===== src/rtl/riscv_mem_arbiter_pkg.sv =====
// Shared types for the fetch/data unified-memory arbiter.
// Owner encodings and counter widths used by the top and the tracker.
// No logic; types and constants only.
package riscv_mem_arbiter_pkg;

    localparam int CNT_W    = 3;
    localparam int STREAK_W = 4;

    typedef enum logic [1:0] {
        OWNER_NONE = 2'd0,
        OWNER_IF   = 2'd1,
        OWNER_D    = 2'd2
    } owner_t;

endpackage


===== src/rtl/riscv_mem_tracker.sv =====
// Tracks the single in-flight memory transaction: owner, latency count, fetch kill flag.
// Latency: state updates one cycle after grant; free/complete are combinational from state.
// Backpressure: none; grants are only issued while free, so one transaction is in flight.
module riscv_mem_tracker
    import riscv_mem_arbiter_pkg::*;
#(
    parameter int LATENCY = 1
) (
    input  logic   clk,
    input  logic   rst,
    input  logic   grant_if,
    input  logic   grant_d,
    input  logic   if_kill,
    output owner_t owner,
    output logic   free,
    output logic   complete,
    output logic   kill
);

    logic [CNT_W-1:0] cnt, cnt_next;
    owner_t           owner_next;
    logic             kill_next;

    assign complete = (owner != OWNER_NONE) && (cnt == CNT_W'(1));
    assign free     = (owner == OWNER_NONE) || (cnt == CNT_W'(1));

    // State register: owner, latency countdown and kill flag.
    always_ff @(posedge clk or posedge rst) begin
        if (rst) begin
            owner <= OWNER_NONE;
            cnt   <= '0;
            kill  <= 1'b0;
        end else begin
            owner <= owner_next;
            cnt   <= cnt_next;
            kill  <= kill_next;
        end
    end

    // Next state: a new grant reloads, completion idles, otherwise count down.
    always_comb begin
        owner_next = owner;
        cnt_next   = cnt;
        kill_next  = kill;
        if (grant_if || grant_d) begin
            owner_next = grant_d ? OWNER_D : OWNER_IF;
            cnt_next   = CNT_W'(LATENCY);
        end else if (complete) begin
            owner_next = OWNER_NONE;
            cnt_next   = '0;
        end else if (owner != OWNER_NONE) begin
            cnt_next   = cnt - CNT_W'(1);
        end
        // Kill belongs to one fetch: it dies with that fetch's completion,
        // and a redirect in a fresh fetch's grant cycle marks the new one.
        if (complete)
            kill_next = 1'b0;
        if (if_kill && owner == OWNER_IF && !complete)
            kill_next = 1'b1;
        if (if_kill && grant_if)
            kill_next = 1'b1;
    end

endmodule


===== src/rtl/riscv_mem_arbiter.sv =====
// Arbitrates one fixed-latency unified memory between instruction fetch and load/store.
// Latency: grant is combinational; rvalid follows grant by LATENCY cycles, back-to-back issue.
// Backpressure: data wins ties; a streak limit forces a fetch grant; losers see gnt low / if_stall.
module riscv_mem_arbiter
    import riscv_mem_arbiter_pkg::*;
#(
    parameter int LATENCY    = 1,
    parameter int MAX_STREAK = 3
) (
    input  logic        clk,
    input  logic        rst,
    input  logic        if_req,
    input  logic [31:0] if_addr,
    input  logic        if_kill,
    output logic        if_gnt,
    output logic        if_rvalid,
    output logic [31:0] if_rdata,
    output logic        if_stall,
    input  logic        d_req,
    input  logic        d_we,
    input  logic [31:0] d_addr,
    input  logic [31:0] d_wdata,
    input  logic [3:0]  d_wstrb,
    output logic        d_gnt,
    output logic        d_rvalid,
    output logic [31:0] d_rdata,
    output logic        mem_req,
    output logic        mem_we,
    output logic [31:0] mem_addr,
    output logic [31:0] mem_wdata,
    output logic [3:0]  mem_wstrb,
    input  logic [31:0] mem_rdata
);

    owner_t              owner;
    logic                free, complete, kill;
    logic                grant_if, grant_d;
    logic [STREAK_W-1:0] streak;

    riscv_mem_tracker #(.LATENCY(LATENCY)) u_tracker (
        .clk      (clk),
        .rst      (rst),
        .grant_if (grant_if),
        .grant_d  (grant_d),
        .if_kill  (if_kill),
        .owner    (owner),
        .free     (free),
        .complete (complete),
        .kill     (kill)
    );

    // Arbitration: data first unless the fetch has waited MAX_STREAK data grants.
    // Held off while rst is high so every grant-derived output is 0 in reset.
    always_comb begin
        grant_if = 1'b0;
        grant_d  = 1'b0;
        if (!rst && free) begin
            if (d_req && if_req) begin
                if (streak == STREAK_W'(MAX_STREAK))
                    grant_if = 1'b1;
                else
                    grant_d  = 1'b1;
            end else if (d_req) begin
                grant_d  = 1'b1;
            end else if (if_req) begin
                grant_if = 1'b1;
            end
        end
    end

    // Memory command mux: winner's fields, fetch is always a full read.
    always_comb begin
        mem_req   = grant_if || grant_d;
        mem_we    = 1'b0;
        mem_addr  = '0;
        mem_wdata = '0;
        mem_wstrb = '0;
        if (grant_d) begin
            mem_we    = d_we;
            mem_addr  = d_addr;
            mem_wdata = d_wdata;
            mem_wstrb = d_wstrb;
        end else if (grant_if) begin
            mem_addr  = if_addr;
        end
    end

    // Streak of data grants taken while fetch was waiting; saturates at the limit.
    always_ff @(posedge clk or posedge rst) begin
        if (rst) begin
            streak <= '0;
        end else if (grant_d && if_req) begin
            if (streak != STREAK_W'(MAX_STREAK))
                streak <= streak + STREAK_W'(1);
        end else if (grant_d || grant_if) begin
            streak <= '0;
        end
    end

    assign if_gnt    = grant_if;
    assign d_gnt     = grant_d;
    assign if_stall  = if_req && !grant_if;

    // A redirect drops the fetch response, whether flagged earlier or arriving now.
    assign if_rvalid = complete && (owner == OWNER_IF) && !kill && !if_kill;
    assign d_rvalid  = complete && (owner == OWNER_D);
    assign if_rdata  = if_rvalid ? mem_rdata : 32'h0;
    assign d_rdata   = d_rvalid  ? mem_rdata : 32'h0;

endmodule


===== config.mk =====
export PLATFORM = sky130hd
export DESIGN_NAME = riscv_mem_arbiter
export DESIGN_NICKNAME = d
export VERILOG_FILES = /design/src/rtl/riscv_mem_arbiter_pkg.sv /design/src/rtl/riscv_mem_tracker.sv /design/src/rtl/riscv_mem_arbiter.sv
export SDC_FILE = /design/constraint.sdc
export NUM_CORES = 1
export LEC_CHECK = 0
export ABC_AREA = 0
export BUFFER_PORTS_ARGS = -buffer_cell sky130_fd_sc_hd__buf_2
export CAP_MARGIN = 20
export CORE_AREA = 3 3 106 108
export CTS_CLUSTER_DIAMETER = 200
export DETAILED_ROUTE_END_ITERATION = 10
export DIE_AREA = 0 0 109 111
export GPL_ROUTABILITY_DRIVEN = 0
export PLACE_DENSITY_LB_ADDON = 0.1
export SYNTH_ARGS = -nofsm -noshare
export SYNTH_HDL_FRONTEND = slang
export SYNTH_SLANG_ARGS = --single-unit

===== constraint.sdc =====
create_clock -name clk -period 3.1 [get_ports clk]
set_input_delay 0.62 -clock clk [delete_from_list [all_inputs] [get_ports clk]]
set_output_delay 0.62 -clock clk [all_outputs]
set_load 0.02 [all_outputs]

# After elaboration in Yosys (flattened, before gate mapping)
# Cells that the tools add are included.
totals:
  reg_bits: 10
  elab_cells: 66
op_classes:
  reduce_logical: 26
  addsub: 2
  eq_ne: 6
  muxes: 28
op_table:
  columns: ["op", "count"]
  rows:
  - ["$mux 32", 5]
  - ["$mux 4", 4]
  - ["$mux 1", 13]
  - ["$logic_and 1x1->1", 12]
  - ["$mux 3", 3]
  - ["$mux 2", 3]
  - ["$reduce_bool 2->1", 3]
  - ["$reduce_bool 3->1", 2]
  - ["$logic_not 1->1", 5]
  - ["$add 4x1->4 const B", 1]
  - ["$eq 4x2->1 const B", 1]
  - ["$ne 4x2->1 const B", 1]
  - ["$eq 3x1->1 const B", 1]
  - ["$sub 3x1->3 const B", 1]
  - ["$eq 2x1->1 const B", 1]
  - ["$eq 2x2->1 const B", 1]
  - ["$logic_not 2->1", 1]
  - ["$logic_or 1x1->1", 2]
  - ["$ne 2x1->1 const B", 1]
  - ["$reduce_and 2->1", 1]

# Longest topological paths before layout
logic_depth:
  depth_word: 7
  depth_mapped: 8

# By module
# From an unflattened synthesis, not the netlist that was laid out.
unflattened:
  hier_cells: 294
  hier_area_um2: 1934.4
modules_own_cells:
  columns: ["module", "instances", "cells_each", "area_per_inst_um2"]
  rows:
  - ["riscv_mem_arbiter", 1, 261, 1615.3]
  - ["riscv_mem_tracker", 1, 33, 319.1]

# Worst setup path before layout
# No wires, ideal clock.
synth_timing:
  kind: "flip-flop to output port"
  start: "register u_tracker.cnt[1]"
  end: "output if_rdata[22]"
  t_arrival_ns: 1.787
  n_path_buf: 2
  stages_incl_launch_ff: 8
  t_required_ns: 2.480
  slack_ns: 0.693
  cell_sequence: "dfrtp_1 > inv_1 > ha_1 > nand2b_1 > buf_2 > nor4_2 > clkbuf_1 > and2_1"
synth_between:
  elab_chain_cells: 6
synth_lines:
  columns: ["element", "line", "text"]
  rows:
  - ["from (decl)", "riscv_mem_tracker.sv:20", "logic [CNT_W-1:0] cnt, cnt_next;"]
  - ["from (signal assigned)", "riscv_mem_tracker.sv:35", "cnt <= cnt_next;"]
  - ["$eq 3x1->1", "riscv_mem_tracker.sv:24", "assign complete = (owner != OWNER_NONE) && (cnt == CNT_W'(1));"]
  - ["$logic_and 1x1->1", "riscv_mem_tracker.sv:24", null]
  - ["$logic_and 1x1->1 (3 in series)", "riscv_mem_arbiter.sv:105", "assign if_rvalid = complete && (owner == OWNER_IF) && !kill && !if_kill;"]
  - ["net if_rvalid", "riscv_mem_arbiter.sv:16", "output logic if_rvalid,"]
  - ["$mux 32", "riscv_mem_arbiter.sv:107", "assign if_rdata = if_rvalid ? mem_rdata : 32'h0;"]
  - ["to (decl)", "riscv_mem_arbiter.sv:17", "output logic [31:0] if_rdata,"]
# The timed path passes the listed nets, and every way through them passes these cells.

# Final worst setup path
layout_timing:
  start: "register streak[0]"
  end: "output mem_addr[19]"
layout_between:
  elab_chain_cells: 6
layout_lines:
  columns: ["element", "line", "text"]
  rows:
  - ["from (decl)", "riscv_mem_arbiter.sv:38", "logic [STREAK_W-1:0] streak;"]
  - ["from (signal assigned)", "riscv_mem_arbiter.sv:94", "streak <= streak + STREAK_W'(1);"]
  - ["$eq 4x2->1 (*)", "riscv_mem_arbiter.sv:59", "if (streak == STREAK_W'(MAX_STREAK))"]
  - ["$mux 1", "riscv_mem_arbiter.sv:59", null]
  - ["$mux 1", "riscv_mem_arbiter.sv:58", "if (d_req && if_req) begin"]
  - ["$mux 1", "riscv_mem_arbiter.sv:57", "if (!rst && free) begin"]
  - ["$mux 32", "riscv_mem_arbiter.sv:83", "end else if (grant_if) begin"]
  - ["$mux 32 (*)", "riscv_mem_arbiter.sv:78", "if (grant_d) begin"]
  - ["to (decl)", "riscv_mem_arbiter.sv:29", "output logic [31:0] mem_addr,"]
# Every way passes the cells marked *; elsewhere a longest branch is shown, timed or not.

==> impl_summary.txt <==
----------------------------------------------------
[Status]
  Status ... finished, final reports clean

[STA]
  Max-slew violation count ... 0
  Clk_skew ... between 0.0015 and 0.002 ns
  Fraction of the cycle the final worst path needs ... 0.929
  Sum of negative setup slack ... 0 ns
  Final count of hold timing violations ... 0
  Slew at the pin closest to its max-slew limit ... ~0.62 ns
  Setup violation total in the final timing report ... 0
  Unrepaired setup endpoints after global routing ... false
  Shortest period the worst path allows ... 2.88 ns
  Hold slack ... between 0.4 and 0.5 ns
  Maximum clock rate ... 347 MHz
  Worst slew margin relative to its limit ... 0.584

[Clock network]
  Post-CTS Resized ... 0
  Clock tree from TritonCTS ... done
  Count of hold buffers inserted by post-cts repair ... 0
  H-Tree Level Count ... 1
  Root buffer cell ... clkbuf_8
  Number of clock sinks seen by CTS ... 10
  Clock latency on the worst-skew pair ... about 0.24 ns
  Number of buffers created by CTS ... 3
  Setup bufs post-CTS ... 0
  Clock-pin slew on the worst setup and hold paths ... ~0.050 ns
  Maximum clock insertion buffer count ... 2

[Job]
  Max-capacitance violation count ... 0

[Die]
  Std-Cell Rows ... 37
  I/O pin total ... 277
  Vert. Die Dim ... roughly 110 um
  Die outline width ... around 110 um
  Initial cell density of the core ... 0.163
  Core region area ... 10300 sq um
  Floorplan die area ... approximately 12000 sq um

[Power and ir drop]
  Fraction of power spent switching nets ... 0.541
  Static power due to leakage ... approximately 2.2 nW
  Combinational cell fraction of total power ... 0.752
  Switching pwr ... 0.836 mW
  Design Power ... 1.55 mW
  Peak supply drop ... 0.213 mV
  Power share of the sequential group ... 0.141
  Clock Power Share ... 0.106
  Total power divided by cell area ... between 400 and 500 nW/um^2
  Internal power ... between 0.7 and 0.8 mW

[Synth]
  Number of warning messages in the yosys log ... 0
  Number of flops mapped to enable cells by yosys ... 0
  Total standard cell area after synthesis ... 1680 sq um
  Number of distinct library cell variants in the gate-level netlist after synthesis ... 27
  Most area-hungry cell type in the Yosys netlist ... and2_1
  Proportion of synthesized flip-flops having asynchronous set or reset ... 1.00
  Main synth FF type ... dfrtp_1
  Register bit total from synthesis ... 10
  Share of the synthesized area in the top cell type ... 0.246
  Mean instance size in the synthesized netlist ... 6.56 sq um
  Cell types with the largest area share after synthesis ... and2_1 25%, dfrtp_1 15%, a22oi_1 14%, and3_1 14%, nor2_1 8.0%
  Fraction of the yosys area taken by sequential cells ... 0.149
  Instance count of the mapped netlist ... roughly 260
  Net Count, Synth ... between 300 and 400

[Critical path]
  Worst Reg-to-Reg Cells ... 6
  Critical Path AT ... ~2.3 ns
  Worst path required time ... 2.48 ns
  Biggest fanout along the worst timing path ... 70
  Crit end category ... output pin
  Category of the worst setup path launch point ... flop
  Crit Path Class ... reg -> out

[Drt]
  Avg WL per Cell ... about 14 um
  Number of design-rule violations left by the first detailed-router iteration ... 145
  Average vias per placed instance ... approximately 4.4
  Remaining design rule violation count ... 0
  Vias ... 2879
  Total wire length after detailed routing ... between 9000 and 10000 um
  Drt pass-1 iters ... 4
  Number of nets with antenna violations after detailed routing ... 0

[Layout]
  Area growth from synthesis to final layout ... 95.2%
  Fin area ... roughly 3300 sq um
  Final Core Density ... 0.318
  Highest-count cells in the layout ignoring fill and taps ... 276 x buf_2, 66 x and2_1, 37 x and3_1
  Final #Nets ... 660
  FILL cells ... roughly 1.2k
  Fraction of layout cells with a size suffix above 1 ... 0.564
  Commonest non-fill, non-tap cell in the layout ... buf_2

[Hold path]
  HP Class ... in -> async

[Placement]
  Count of buffers from port buffering ... 276
  Cell Area, Placed ... ~3200 sq um
  Detailed-placement wirelength estimate ... 7980 um

[Global routing]
  Number of antenna violations at the first check in global routing ... 4
  Global-route congestion overflow total ... 0
  Largest net degree at the start of global routing ... between 70 and 80
  Wire length of the first global-routing pass ... 13300 um
  Total routing resource utilization after global routing ... 0.138
  Number of global-route vias before repair ... roughly 2.6k

----------------------------------------------------
-- power by group through the flow --
stage	Sequential, mW	Combinational [mW]	Clock (mW)
finish	0.218	1.16	0.164
global placement	0.219	1.17	0
CTS	0.218	1.18	0.171
detailed placement	0.220	1.18	0
floorplan	0.208	0.754	0
global route	0.226	1.28	0.178
-- worst max-delay path, stage by stage (launching register included) --
cell,delay (ns)
dfrtp_1,0.38
ha_1,0.21
nor3b_1,0.51
a21oi_4,0.10
buf_4,0.31
a22oi_1,0.26
nor2_1,0.06
buf_2,0.17
-- per-stage QoR --
| stage | cells | setup slack [ns] |
|---|---|---|
| 6_report | 655 | 0.220 |
| 5_1_grt | 655 | 0.0927 |
| 4_1_cts | 654 | 0.220 |
| 3_5_place_dp | 650 | 0.489 |
| 3_3_place_gp | 650 | 0.549 |
| 2_1_floorplan | 256 | 0.693 |
-- Yosys cell counts, types with 2 or more instances --
cell type / number
nor3b_1: 2
nor2b_1: 2
nand3_1: 4
nand2_1: 7
inv_1: 7
o31ai_1: 3
and2_1: 66
clkbuf_1: 20
a21oi_1: 2
nand2b_1: 2
o21ai_0: 6
dfrtp_1: 10
nor2_1: 36
ha_1: 3
a22oi_1: 32
buf_2: 5
and3_1: 37
a21o_1: 3
-- final timing paths --
path,from,to,slack (ns)
setup / recovery,streak[0],mem_addr[19],0.22
hold / removal,rst,streak[3],0.42
setup reg to reg,streak[0],u_tracker.owner[1],1.03
hold reg to reg,u_tracker.cnt[2],u_tracker.cnt[2],0.48
max in group asynchronous,rst,u_tracker.cnt[2],2.52
min in group clk,u_tracker.cnt[2],u_tracker.cnt[2],0.48
-- flip-flops by register name, summed over array words and instances, names as in the netlist --
name             flops
u_tracker.owner      2
u_tracker.cnt        3
streak               4
u_tracker.kill       1
-- kinds of logic (layout without fill, tap and decap cells) --
logic type / Yosys count / count (layout) / share of synthesized area
flops: 10 / 10 / 0.149
simple gates: 160 / 160 / 0.536
fa+ha+maj: 3 / 3 / 0.0223
compound gates: 51 / 51 / 0.217
other cells: 0 / 1 / 0
buf+inv: 32 / 294 / 0.0752
-- cell type report --
type | instances | area [sq um] | area share
diodes | 1 | 2.50 | 0.000763
clock buffers | 4 | 55.1 | 0.0168
inverters | 7 | 26.3 | 0.00801
multi-input cells | 214 | 1330 | 0.405
flip-flops and latches | 10 | 250 | 0.0763
well taps | 136 | 170 | 0.0519
repair buffers | 283 | 1450 | 0.441
-- routing by layer --
| layer | vias up | wire length, um | part of all wire | track usage |
|---|---|---|---|---|
| met5 | - | 34 | 0.0036 | 0 |
| met4 | 6 | 211 | 0.022 | 0.0370 |
| met3 | 22 | 1200 | 0.13 | 0.0483 |
| met2 | 191 | 4840 | 0.51 | 0.271 |
| met1 | 1255 | 3150 | 0.33 | 0.131 |
| li1 | 1405 | - | - | - |
Power figures use the tool's default switching activity.
